--- src/rtl/seq_sub_pkg.sv ---
// rtl/seq_sub_pkg.sv - shared constants, state type and sizing helper for the sequential subtractor
package seq_sub_pkg;

   localparam int NIBBLE = 4;

   typedef enum logic {
      IDLE = 1'b0,
      RUN  = 1'b1
   } state_t;

   // Counter width for WIDTH/NIBBLE nibbles, never narrower than one bit
   function automatic int cnt_width(input int width);
      int n;
      n = width / NIBBLE;
      if (n <= 1)
         return 1;
      return $clog2(n);
   endfunction

endpackage

--- src/rtl/nibble_borrow_la.sv ---
// rtl/nibble_borrow_la.sv - 4-bit borrow-lookahead subtract slice
module nibble_borrow_la
   import seq_sub_pkg::*;
(
   input  logic [NIBBLE-1:0] x,
   input  logic [NIBBLE-1:0] y,
   input  logic              bi,
   output logic [NIBBLE-1:0] d,
   output logic              bo
);

   logic [NIBBLE-1:0] w_g;
   logic [NIBBLE-1:0] w_p;
   logic [NIBBLE:0]   w_b;

   // Generate when minuend bit is 0 and subtrahend bit is 1; propagate when the bits are equal
   assign w_g = ~x & y;
   assign w_p = ~(x ^ y);

   // Every internal borrow is flattened so no bit waits on its neighbour
   assign w_b[0] = bi;
   assign w_b[1] = w_g[0] | (w_p[0] & bi);
   assign w_b[2] = w_g[1] | (w_p[1] & w_g[0]) | (w_p[1] & w_p[0] & bi);
   assign w_b[3] = w_g[2] | (w_p[2] & w_g[1]) | (w_p[2] & w_p[1] & w_g[0])
                 | (w_p[2] & w_p[1] & w_p[0] & bi);
   assign w_b[4] = w_g[3] | (w_p[3] & w_g[2]) | (w_p[3] & w_p[2] & w_g[1])
                 | (w_p[3] & w_p[2] & w_p[1] & w_g[0])
                 | (w_p[3] & w_p[2] & w_p[1] & w_p[0] & bi);

   assign d  = x ^ y ^ w_b[NIBBLE-1:0];
   assign bo = w_b[NIBBLE];

endmodule

--- src/rtl/seq_cla_subtractor.sv ---
// rtl/seq_cla_subtractor.sv - nibble-serial A-B-BIN subtractor with start/done handshake; SEQ_SUB_OVF_EN adds ovf
module seq_cla_subtractor
   import seq_sub_pkg::*;
#(
   parameter int WIDTH = 16
)
(
   input  logic             clk,
   input  logic             rst_n,
   input  logic             start,
   input  logic [WIDTH-1:0] a,
   input  logic [WIDTH-1:0] b,
   input  logic             bin,
   output logic             busy,
   output logic             done,
   output logic [WIDTH-1:0] d,
   output logic             bout
`ifdef SEQ_SUB_OVF_EN
   ,
   output logic             ovf
`endif
);

   localparam int N  = WIDTH / NIBBLE;
   localparam int CW = cnt_width(WIDTH);

   generate
      if ((WIDTH % NIBBLE) != 0 || WIDTH < NIBBLE) begin : g_bad_width
         $error("seq_cla_subtractor: WIDTH must be a multiple of 4 and at least 4");
      end
   endgenerate

   state_t            r_state;
   state_t            w_state_next;
   logic              w_accept;
   logic              w_last;

   logic [WIDTH-1:0]  r_a;
   logic [WIDTH-1:0]  r_b;
   logic              r_borrow;
   logic [CW-1:0]     r_cnt;
   logic [WIDTH-1:0]  r_d;
   logic              r_bout;
   logic              r_busy;
   logic              r_done;

   logic [WIDTH-1:0]  w_a_sh;
   logic [WIDTH-1:0]  w_b_sh;
   logic [NIBBLE-1:0] w_nd;
   logic              w_nbo;

   // The current nibble is always at the bottom after shifting by 4*cnt
   assign w_a_sh = r_a >> {r_cnt, 2'b00};
   assign w_b_sh = r_b >> {r_cnt, 2'b00};
   assign w_last = (r_state == RUN) && (r_cnt == CW'(N - 1));

   nibble_borrow_la u_nibble (
      .x  (w_a_sh[NIBBLE-1:0]),
      .y  (w_b_sh[NIBBLE-1:0]),
      .bi (r_borrow),
      .d  (w_nd),
      .bo (w_nbo)
   );

   // State register
   always_ff @(posedge clk) begin
      if (!rst_n)
         r_state <= IDLE;
      else
         r_state <= w_state_next;
   end

   // Next state: start is only honoured in IDLE, RUN leaves after the top nibble
   always_comb begin
      w_state_next = r_state;
      w_accept     = 1'b0;
      case (r_state)
         IDLE: begin
            if (start) begin
               w_accept     = 1'b1;
               w_state_next = RUN;
            end
         end
         RUN: begin
            if (w_last)
               w_state_next = IDLE;
         end
         default: w_state_next = IDLE;
      endcase
   end

   // Datapath: latch operands on accept, then fold one nibble result into d per RUN edge
   always_ff @(posedge clk) begin
      if (!rst_n) begin
         r_a      <= '0;
         r_b      <= '0;
         r_borrow <= 1'b0;
         r_cnt    <= '0;
         r_d      <= '0;
         r_bout   <= 1'b0;
         r_busy   <= 1'b0;
         r_done   <= 1'b0;
      end else begin
         r_done <= 1'b0;
         if (w_accept) begin
            r_a      <= a;
            r_b      <= b;
            r_borrow <= bin;
            r_cnt    <= '0;
            r_d      <= '0;
            r_busy   <= 1'b1;
         end else if (r_state == RUN) begin
            // d was cleared on accept, so OR-ing the shifted nibble is a plain write
            r_d      <= r_d | (WIDTH'(w_nd) << {r_cnt, 2'b00});
            r_borrow <= w_nbo;
            r_cnt    <= r_cnt + 1'b1;
            if (w_last) begin
               r_bout <= w_nbo;
               r_busy <= 1'b0;
               r_done <= 1'b1;
            end
         end
      end
   end

`ifdef SEQ_SUB_OVF_EN
   logic r_ovf;

   // Signed overflow: operand signs differ and the result sign differs from the minuend
   always_ff @(posedge clk) begin
      if (!rst_n)
         r_ovf <= 1'b0;
      else if (w_accept)
         r_ovf <= 1'b0;
      else if (w_last)
         r_ovf <= (r_a[WIDTH-1] ^ r_b[WIDTH-1]) & (w_nd[NIBBLE-1] ^ r_a[WIDTH-1]);
   end

   assign ovf = r_ovf;
`endif

   assign busy = r_busy;
   assign done = r_done;
   assign d    = r_d;
   assign bout = r_bout;

endmodule
--- config.mk ---
export PLATFORM = sky130hd
export DESIGN_NAME = seq_cla_subtractor
export DESIGN_NICKNAME = d
export VERILOG_FILES = /design/src/rtl/seq_sub_pkg.sv /design/src/rtl/nibble_borrow_la.sv /design/src/rtl/seq_cla_subtractor.sv
export SDC_FILE = /design/constraint.sdc
export NUM_CORES = 1
export LEC_CHECK = 0
export ABC_AREA = 1
export BUFFER_PORTS_ARGS = -buffer_cell sky130_fd_sc_hd__buf_2
export CAP_MARGIN = 5
export CORE_ASPECT_RATIO = 1.25
export CORE_MARGIN = 2
export CORE_UTILIZATION = 39
export CTS_CLUSTER_SIZE = 40
export DETAILED_ROUTE_END_ITERATION = 7
export GPL_TIMING_DRIVEN = 0
export SYNTH_ARGS = -nofsm -noshare
export SYNTH_HDL_FRONTEND = slang
export SYNTH_SLANG_ARGS = --single-unit
--- constraint.sdc ---
create_clock -name clk -period 2.81 [get_ports clk]
set_input_delay 0.4215 -clock clk [delete_from_list [all_inputs] [get_ports clk]]
set_output_delay 0.4215 -clock clk [all_outputs]
set_load 0.02 [all_outputs]
==> flow_summary_export.csv <==
group,metric,value,unit
global_route,grt_pass1_wl,9320,µm
routing,drc,0,
sta,timing.final.ws_setup,0.543,ns
clock_network,clock_sinks,55,
global_route,antenna_found_initial,0,
finish,final_cell_mix,"nor2_1 (86), buf_2 (62), dfxtp_1 (55)",
finish,n_fill_cell,641,
power_and_ir_drop,powerDensity,566,nW/µm²
finish,diodes,0,
clock_network,h-tree-depth,2,
floorplanning,die_x,73.6,µm
clock_network,postCtsHoldBufs,0,
routing,wl_met1,2550,µm
finish,layout.nets,415,
place,io_buffers,53,
routing,drt-initial-drc-count,70,
routing,drt_wl_total,5530,µm
flow_run,max_cap_viol_count,0,
setup_path,critPathKind,"flop to flop",
routing,first_pass_iters,4,
synthesis,seq_area_frac_synth,46.6,%
synthesis,synth_cells,313,
sta,fin_crit,2.27,ns
sta,max_freq,0.441,GHz
clock_network,root_buffer,"clkbuf_8",
global_route,grtUsageTotal,17.8,%
floorplanning,die_h,91.0,µm
clock_network,clk_pin_slew,0.09,ns
clock_network,cts_resized,0,
setup_path,cp.arrival,2.51,ns
synthesis,syn_nets,355,
setup_path,cp-end-kind,"flop",
finish,drive_gt1_share,22.7,%
sta,finalHoldViolCount,0,
synthesis,syn_area_per_cell,7.54,µm²
setup_path,critPathLaunchType,"flop",
run_status,status,"complete, no violations",
synthesis,synth_cell_types,25,
routing,wl_met2,2620,µm
sta,setup_viol_count_final,0,
routing,drtAntennaViolNets,0,
clock_network,postCtsSetupRepairBufs,0,
sta,fin_crit_sh,80.7,%
floorplanning,rows,31,
synthesis,synth_compound_area_share,17.3,%
clock_network,cts.path.max_buffers,2,
sta,fin_skew,0.00558,ns
synthesis,synth-simple-area-share,24.7,%
routing,num_vias,2132,
sta,finalMaxSlewViolations,0,
floorplanning,start_util,40.6,%
hold_path,hp-class,"input port to flop",
sta,slew_headroom,70.3,%
floorplanning,coreArea,5820,µm²
global_route,gr-total-overflow,0,
synthesis,synth_mux_area_share,0,%
finish,synthToLayoutAreaGrowth,18.2,%
place,place.gp.congestion,0.764,
power_and_ir_drop,vdd_drop_max,0.207,mV
routing,vias_per_cell,4.85,
power_and_ir_drop,p_leak,0.00124,µW
sta,worst_slew_pin_slew,0.445,ns
routing,top_layer_used,"met4",
synthesis,yosysWarnings,0,
synthesis,syn-cell-area,2360,µm²
finish,multiInputGateArea,1080,µm²
finish,register_area,1100,µm²
clock_network,cts_tree,"yes",
clock_network,worstSkewPairLatency,0.30,ns
sta,rsz0062_at_grt,"no",
global_route,grt_pass1_vias,2044,
setup_path,critPathMaxFanout,10,
synthesis,synthXorXnorAreaFrac,0.371,%
floorplanning,io_pins,55,
place,hpwl,4240,µm
global_route,grt_max_degree,16,
synthesis,ys_ff_latch,55,
synthesis,synthAdderAreaFrac,3.50,%
clock_network,cts-buffers-inserted,5,
floorplanning,die_area,6700,µm²
synthesis,synth_top_family_by_area,"simple AND/OR/NAND/NOR gates",
routing,wl_per_cell,12.6,µm
place,pre_cts_slack,0.548,ns
routing,met3WireLength,210,µm
sta,tns,0,ns
finish,final_common_cell,"nor2_1",
setup_path,required,3.06,ns
==> synth_stat cells <==
master	number	area share [%]
o21ai_0	34	7.2
buf_2	9	1.9
inv_1	18	2.9
a21oi_1	17	3.6
buf_4	3	0.95
buf_6	1	0.48
clkbuf_1	3	0.48
nor2_1	86	14
nand3_1	4	0.85
nand2_1	37	5.9
xor2_1	1	0.37
fa_1	1	0.85
or2_0	1	0.27
ha_1	5	2.6
nand2_4	2	0.95
inv_4	1	0.27
inv_2	3	0.48
a32o_1	4	1.7
nor2_4	1	0.48
o21ai_1	6	1.3
dfxtp_1	55	47
o22ai_1	4	1.1
a31oi_1	1	0.27
a21oi_2	6	2.2
nand4_1	10	2.6
==> power by group <==
group	internal [µW]	leakage, µW	total (µW)	switching, µW
Combinational	119	0.000751	307	189
Clock	176	0.0000422	417	242
Sequential	826	0.000452	856	29.4
==> worst paths after layout <==
check,cells after the start,slack (ns),start,to
setup / recovery,10,0.54,r_cnt[1]$_SDFFE_PP0P_,d[11]$_SDFFE_PP0P_
hold / removal,3,0.34,b[14],r_b[14]$_SDFFE_PN0P_
setup reg to reg,10,0.54,r_cnt[1]$_SDFFE_PP0P_,d[11]$_SDFFE_PP0P_
hold reg to reg,2,0.45,d[9]$_SDFFE_PP0P_,d[9]$_SDFFE_PP0P_
==> critical path, stage by stage, from the launching register on <==
cell and delay [ns]:
dfxtp_1 0.60, inv_2 0.08, buf_2 0.19, a32o_1 0.29, ha_1 0.35, or2_0 0.22
nand2_1 0.08, nand2_1 0.05, nand2_1 0.10, nand4_1 0.11, a21oi_2 0.13
==> layout make-up <==
type / instances / share of cell area [%]
inverters: 22 / 3.05
clock buffers: 7 / 2.74
repair buffers: 53 / 9.51
well taps: 66 / 2.96
flip-flops and latches: 55 / 39.5
clock inverters: 1 / 0.179
multi-input cells: 220 / 38.9
plain buffers: 16 / 3.23
==> cell families (layout without fill, tap and decap cells) <==
group,after synthesis,after routing
buf+inv,38,99
xor+xnor,1,1
flops,55,55
simple gates,141,141
compound gates,72,72
fa+ha+maj,6,6
==> registers in the layout, summed over array words and instances (netlist names) <==
register and flops:
d 16, r_a 16, r_b 16, r_cnt 2
bout 1, busy 1, done 1, r_borrow 1
r_state 1
==> per-layer routing <==
layer	global-route usage [%]	up-vias
met5	0	-
met4	6.21	0
met3	3.44	13
met2	30.4	49
met1	21.8	927
li1	-	1143
==> metrics by stage <==
stage,power [µW],instances,util [%],hold WS (ns),cell area (µm²)
2_1_floorplan,1090,313,-,0.449,2360
3_3_place_gp,1180,432,46.6,0.434,2710
3_5_place_dp,1180,432,46.6,0.437,2710
4_1_cts,1600,440,48.0,0.339,2790
5_1_grt,1690,440,48.0,0.338,2790
6_report,1580,440,48.0,0.343,2790
Note: power is estimated with default switching activity, not from simulation.
